==> src/rtl/seg_scan_driver.sv <==
// rtl/seg_scan_driver.sv - six-digit multiplexed 7-segment scan driver with per-frame snapshot
// Only one digit common is enabled at a time, with an all-off window at the start of each slot.
module seg_scan_driver #(
    parameter int          SCAN_DIV       = 1000,
    parameter int          BLANK_CYCLES   = 2,
    parameter logic [5:0]  DP_MASK        = 6'b001010,
    parameter int          SEG_ACTIVE_LOW = 0,
    parameter int          COM_ACTIVE_LOW = 1
) (
    input  logic       clk,
    input  logic       rst,
    input  logic       blank,
    input  logic [6:0] m10,
    input  logic [6:0] m1,
    input  logic [6:0] s10,
    input  logic [6:0] s1,
    input  logic [6:0] s01,
    input  logic [6:0] s001,
    output logic [7:0] seg_data,
    output logic [5:0] seg_com
);

    localparam int            CW       = (SCAN_DIV > 1) ? $clog2(SCAN_DIV) : 1;
    localparam logic [CW-1:0] DIV_LAST = CW'(SCAN_DIV - 1);
    localparam logic [CW-1:0] BLANK_C  = CW'(BLANK_CYCLES);
    localparam logic [7:0]    SEG_OFF  = (SEG_ACTIVE_LOW != 0) ? 8'hFF : 8'h00;
    localparam logic [5:0]    COM_OFF  = (COM_ACTIVE_LOW != 0) ? 6'h3F : 6'h00;

    logic [CW-1:0] div_cnt;
    logic [2:0]    idx;
    logic [6:0]    snap [6];
    logic          div_wrap;
    logic          frame_start;
    logic          active;
    logic [7:0]    seg_logic;
    logic [5:0]    com_logic;
    logic [7:0]    seg_next;
    logic [5:0]    com_next;

    assign div_wrap    = (div_cnt == DIV_LAST);
    assign frame_start = (idx == 3'd0) && (div_cnt == '0);

    always_comb begin
        seg_logic = 8'h00;
        com_logic = 6'h00;
        active    = !blank && (div_cnt >= BLANK_C);
        if (active) begin
            com_logic = 6'b000001 << idx;
            seg_logic = {DP_MASK[idx], snap[idx]};
        end
        seg_next = (SEG_ACTIVE_LOW != 0) ? ~seg_logic : seg_logic;
        com_next = (COM_ACTIVE_LOW != 0) ? ~com_logic : com_logic;
    end

    always_ff @(posedge clk or negedge rst) begin
        if (!rst) begin
            div_cnt  <= '0;
            idx      <= 3'd0;
            for (int i = 0; i < 6; i++) begin
                snap[i] <= 7'h00;
            end
            seg_data <= SEG_OFF;
            seg_com  <= COM_OFF;
        end else begin
            div_cnt <= div_wrap ? '0 : div_cnt + CW'(1);
            if (div_wrap) begin
                idx <= (idx == 3'd5) ? 3'd0 : idx + 3'd1;
            end
            // Capture all digits together so a rollover never tears within a frame
            if (frame_start) begin
                snap[0] <= m10;
                snap[1] <= m1;
                snap[2] <= s10;
                snap[3] <= s1;
                snap[4] <= s01;
                snap[5] <= s001;
            end
            seg_data <= seg_next;
            seg_com  <= com_next;
        end
    end

endmodule

==> config.mk <==
export PLATFORM = sky130hd
export DESIGN_NAME = seg_scan_driver
export DESIGN_NICKNAME = d
export VERILOG_FILES = /design/src/rtl/seg_scan_driver.sv
export SDC_FILE = /design/constraint.sdc
export NUM_CORES = 1
export LEC_CHECK = 0
export BUFFER_PORTS_ARGS = -buffer_cell sky130_fd_sc_hd__buf_2
export CORE_MARGIN = 4
export CORE_UTILIZATION = 45
export CTS_CLUSTER_DIAMETER = 30
export DETAILED_ROUTE_END_ITERATION = 10
export MAX_ROUTING_LAYER = met4
export PLACE_DENSITY = 0.74
export SLEW_MARGIN = 5
export SYNTH_ARGS = -nofsm -noshare
export SYNTH_HDL_FRONTEND = slang
export SYNTH_SLANG_ARGS = --single-unit
==> constraint.sdc <==
create_clock -name clk -period 5.88 [get_ports clk]
set_clock_uncertainty 0.1 [all_clocks]
set_input_delay 0.294 -clock clk [delete_from_list [all_inputs] [get_ports clk]]
set_output_delay 0.294 -clock clk [all_outputs]
set_load 0.05 [all_outputs]
==> results.toml, run 1 <==
[route]
routed-via-count = 1908
drt_iter0_markers = 199
firstDrtPassIters = 4
met2_length_um = 2730
post_drt_wl_per_cell_um = 14.8
wl_met3_um = 231
antenna_left = 0
routedLengthMet1_um = 2640
drc = 0
vias_per_cell = 4.98
drt-total-wl_um = 5670
highest_layer = "met4"

[min_path]
hp-class = "input port to async pin"

[cells_and_area]
layout-drive-gt1-share_pct = 49.5
multi_input_area_mm2 = 0.00136
area_delta_synth_final_pct = 16.3
fin_area_mm2 = 0.00371
n_fill_cell = 613
antenna_cells = 0
final-seq-area_mm2 = 0.00173
layout_commonest_cell = "dfrtp_1"
final_cell_mix = "63 x dfrtp_1, 58 x buf_2, 40 x mux2_4, 18 x nor2_1, 10 x clkbuf_8"
fin_nets = 332

[die]
start_util_pct = 46.8
dieHeight_um = 92.3
ios = 59
core_mm2 = 0.00683
dieArea_mm2 = 0.00851
dieWidth_um = 92.3
row_count = 30

[power]
leakage_nw = 1.80
clkPwrFrac_pct = 36.3
power.switching_w = 0.000210
p_sw_share_pct = 23.3
comb_power_share_pct = 7.9
ir_drop_v = 0.000158
internal-power_w = 0.000690
seqPwrFrac_pct = 55.8
power_density_mw_per_mm2 = 242

[grt]
grt-ovfl-total = 0
grt_pass1_wl_um = 9530
antenna_found_initial = 0
grt_use_total_pct = 15.0
grt_max_degree = 70
grt_pass1_vias = 1995

[clocking]
insertion_delay_ns = 0.33
cts_resized = 0
cts_sinks = 69
cts_hold_buf = 0
numCtsBuffers = 9
clk_path_buf_depth = 2
clk_pin_slew_ns = 0.07
cts_root_buf = "clkbuf_8"
h-tree-depth = 3
post_cts_buffers = 0
cts_tree = "built"

[synthesis]
synthDistinctLibCells = 35
synthesis.area_mm2 = 0.00319
synth_nets = 271
seq_area_frac_synth_pct = 54.3
ys_ff_latch = 69
yosysWarningCount = 0
yosys.area.top_type_share_pct = 49.4
synth_area_leaders = "dfrtp_1 49%, mux2_4 19%, dfstp_2 4.9%"
synth-async-reset-ratio_pct = 100
yosysTopAreaCell = "dfrtp_1"
synth_edf_count = 0
syn_inst = 222
syn_area_per_cell_um2 = 14.4
yosys_most_used_dff = "dfrtp_1"

[job]
maxCapViolCount = 0

[critical_path]
worstSetupPathType = "flop to flop"
cp.arrival_ns = 2.95
cp_max_fo = 42
cp_slowest_stage_delay_ns = 0.79
crit_path_cell_trace = "or4_4, nor2_2, nand4b_4, mux2_4"
crit_buf_inv = 0
critical_path.slowest_cell = "nand4b_4"
start_kind = "flop"
required_ns = 5.99
critPathTopFamily = "simple AND/OR/NAND/NOR gates"
r2r_slack_ns = 3.04
end_kind = "flop"

[sta]
fin_crit_ns = 2.84
fin_crit_sh_pct = 48.3
setup_tns_ns = 0
rsz0062_at_grt = "false"
slew_violations = 0
tightest_slew_ns = 1.09
slew_headroom_pct = 27.2
final-setup-viol-count = 0
hold_viol = 0
fmax_mhz = 352

[outcome]
status = "complete, no violations"

[place]
placed_area_mm2 = 0.00355
gp_congestion = 0.788
hpwl_um = 3900
place.port_buffers = 58
cell type report:
class | count | share of cell area [%]
clock inverter | 5 | 0.741
sequential | 69 | 46.7
clock buffer | 10 | 3.70
multi-input combinational | 136 | 36.7
tap | 96 | 3.23
timing repair buffer | 60 | 8.22
inverter | 7 | 0.707
cells in the mapped netlist (4+ instances only):
library cell and count:
a22oi_1 6, ha_1 4, mux4_2 6, mux2_2 9
a21oi_1 7, nand2_1 8, mux2_4 40, dfrtp_1 63
nand3_1 8, dfstp_2 6, nor2_1 18, buf_6 4
xnor2_1 4, inv_1 6
power groups by stage:
stage          Combinational (W)  Clock (W)  Sequential (W)
2_1_floorplan          0.0000317          0        0.000517
3_3_place_gp           0.0000715          0        0.000510
3_5_place_dp           0.0000730          0        0.000510
4_1_cts                0.0000732   0.000337        0.000502
5_1_grt                0.0000788   0.000359        0.000503
6_report               0.0000715   0.000326        0.000502
sequential cells by signal (all words and copies together), names as in the netlist:
| signal | count |
|---|---|
| snap | 42 |
| idx | 3 |
| seg_com | 6 |
| div_cnt | 10 |
| seg_data | 8 |
stage by stage:
stage / cells / setup slack [ns] / utilization [%] / total power (W) / hold slack, ns
finish: 383 / 3.04 / 54.4 / 0.000900 / 0.0274
floorplan: 222 / 3.89 / - / 0.000549 / -0.102
detailed placement: 368 / 3.04 / 52.0 / 0.000583 / 0.384
global route: 383 / 2.87 / 54.4 / 0.000941 / 0.0633
global placement: 368 / 3.07 / 52.0 / 0.000581 / 0.379
CTS: 383 / 3.01 / 54.4 / 0.000912 / 0.0660
path summary, 6_finish.rpt:
check,from,end,cells after the start
setup / recovery,div_cnt[6]$_DFF_PN0_,snap[5]$_DFFE_PN0P_,4
hold / removal,rst,div_cnt[0]$_DFF_PN0_,2
setup reg to reg,div_cnt[6]$_DFF_PN0_,snap[5]$_DFFE_PN0P_,4
hold reg to reg,div_cnt[0]$_DFF_PN0_,div_cnt[0]$_DFF_PN0_,1
max in group asynchronous,rst,snap[9]$_DFFE_PN0P_,2
min in group clk,s10[1],snap[22]$_DFFE_PN0P_,2
kinds of logic (layout without fill, tap and decap cells):
family	count (synthesis)	count (layout)	synth area share (%)
DFF	69	69	54.3
xor gates and xnor gates	7	7	1.92
muxes	56	56	26.5
buffers and inverters	17	82	3.02
and+or+nand+nor	51	51	8.46
AOI/OAI and AO/OA	18	18	4.23
adders and majority gates	4	4	1.57
metal layers:
metal / global-route usage, % / up-vias
li1: - / 907
met1: 19.5 / 945
met2: 22.7 / 49
met3: 3.36 / 7
met4: 6.44 / 0
met5: - / -
No activity file was read; power rests on OpenSTA's default activity.
==> run 2, diff against run 1 <==
- PLACE_DENSITY: 0.74 -> 0.76
- clock period: 5.88 -> 2.4 ns (I/O delays scaled with it)
==> run 2 against run 1 <==
Compared with the run above: die area stayed put; clock power rose to 3.7 times the previous value; combinational power rose to 3.3 times the previous value; core utilization increased by 8.9 points; power grew to 3.0 times the previous value; register-to-register slack got worse by 2.8 ns; non-clock buffer count rose by 52; sequential power rose by 150%; critical path depth grew 1; final cell count is 14% higher; global-route usage rose by 2.8 points; critical path type unchanged; critical endpoint is now snap[18]$_DFFE_PN0P_; largest power group unchanged.
==> results.toml, run 2 (same netlist as run 1, synthesis figures left out) <==
[grt]
grt_max_degree = 70
grt_pass1_vias = 2272
grt_pass1_wl_um = 11200
antenna_found_initial = 0
grt_use_total_pct = 17.8
grt-ovfl-total = 0

[sta]
hold_viol = 0
fmax_mhz = 460
fin_crit_ns = 2.18
final-setup-viol-count = 0
slew_headroom_pct = 62.3
tightest_slew_ns = 0.564
rsz0062_at_grt = "false"
fin_crit_sh_pct = 90.6
slew_violations = 0
whs_ns = 0.222
setup_tns_ns = 0

[clocking]
clk_pin_slew_ns = 0.07
h-tree-depth = 3
cts_sinks = 69
clk_path_buf_depth = 2
cts_resized = 0
numCtsBuffers = 9
insertion_delay_ns = 0.35
cts_tree = "built"
cts_root_buf = "clkbuf_8"

[cells_and_area]
fin_nets = 384
largest_register_ffs = 42
reg_top3 = "snap x42, div_cnt x10, seg_data x8"
utilization_pct = 63.2
area_delta_synth_final_pct = 35.3
top_register = "snap"
layout_commonest_cell = "dfrtp_1"
antenna_cells = 0
layout-drive-gt1-share_pct = 44.4
final_cell_mix = "63 x dfrtp_1, 58 x buf_2, 44 x dlygate4sd3_1, 40 x mux2_4, 18 x nor2_1"

[route]
drt-total-wl_um = 6650
routed-via-count = 2093
vias_per_cell = 4.80
drt_iter0_markers = 93
firstDrtPassIters = 4
antenna_left = 0
post_drt_wl_per_cell_um = 15.2
drc = 0

[critical_path]
end_kind = "flop"
crit_path_cell_trace = "or4_4, nor2_2, nand4b_4, buf_4, mux2_4"
worstSetupPathType = "flop to flop"
start_kind = "flop"
cp.arrival_ns = 2.31
required_ns = 2.53
crit_buf_inv = 1
cp_max_fo = 27
cp_slowest_stage_delay_ns = 0.58
critPathTopFamily = "simple AND/OR/NAND/NOR gates"
critical_path.slowest_cell = "or4_4"

[die]
dieWidth_um = 92.3
ios = 59
dieArea_mm2 = 0.00851
start_util_pct = 46.8
row_count = 30
dieHeight_um = 92.3
core_mm2 = 0.00683

[job]
maxCapViolCount = 0

[power]
ir_drop_v = 0.000348
leakage_nw = 2.07
power_density_mw_per_mm2 = 615
power_w = 0.00266

[place]
gp_congestion = 0.781
hpwl_um = 4300
place.port_buffers = 58

[outcome]
status = "complete, no violations"

[min_path]
hp-class = "input port to async pin"
==> run 2: cell types whose count changed in the layout (fill, tap and decap cells not counted), sizes merged <==
cell         delta
dlygate4sd3    +44
buf             +8
bufinv          +3
clkinv          -3
clkbuf          +1
==> run 2: final timing paths <==
| check | from | to | slack, ns | cells after the start |
|---|---|---|---|---|
| worst max-delay path | div_cnt[6]$_DFF_PN0_ | snap[18]$_DFFE_PN0P_ | 0.22 | 5 |
| worst min-delay path | rst | snap[15]$_DFFE_PN0P_ | 0.22 | 3 |
| worst max register to register | div_cnt[6]$_DFF_PN0_ | snap[18]$_DFFE_PN0P_ | 0.22 | 5 |
| worst min register to register | div_cnt[0]$_DFF_PN0_ | div_cnt[0]$_DFF_PN0_ | 0.40 | 1 |
| max in group asynchronous | rst | seg_com[2]$_DFF_PN1_ | 1.66 | 3 |
| min in group clk | div_cnt[0]$_DFF_PN0_ | div_cnt[0]$_DFF_PN0_ | 0.40 | 1 |
==> run 2: metal layers <==
layer	track usage [%]	share of wire [%]
met5	-	0
met4	6.31	1.4
met1	21.7	44
met2	28.6	50
met3	4.68	4.5
==> run 2: timing repair <==
action	4_1_cts	5_1_grt
setup buffers	0	0
hold endpoints to repair	114	0
hold buffers	44	0
==> run 2: area by class of cell <==
type | instances | area, um2
clock buffer | 11 | 151
clock inverter | 5 | 106
fill | 536 | 2510
inverter | 7 | 26.3
multi-input combinational | 136 | 1360
sequential | 69 | 1730
tap | 96 | 120
timing repair buffer | 112 | 818
==> run 2: power by group <==
| group | total, W | internal (W) | switching, W |
|---|---|---|---|
| Clock | 0.00119 | 0.000749 | 0.000442 |
| Combinational | 0.000237 | 0.000143 | 0.0000940 |
| Sequential | 0.00123 | 0.00121 | 0.0000235 |
| Total | 0.00266 | 0.00210 | 0.000560 |
==> run 2: worst reg2reg max path: stages, from the launching register on <==
cell and delay [ns]:
dfrtp_1 0.42, or4_4 0.58, nor2_2 0.18, nand4b_4 0.11
buf_4 0.30, mux2_4 0.37
==> run 2: through the flow <==
| step | instances | area, um2 | setup slack (ns) |
|---|---|---|---|
| CTS | 436 | 4320 | 0.221 |
| floorplan | 222 | 3190 | 0.406 |
| global route | 436 | 4320 | 0.155 |
| global placement | 376 | 3620 | 0.267 |
| finish | 436 | 4320 | 0.224 |
| detailed placement | 376 | 3620 | 0.244 |
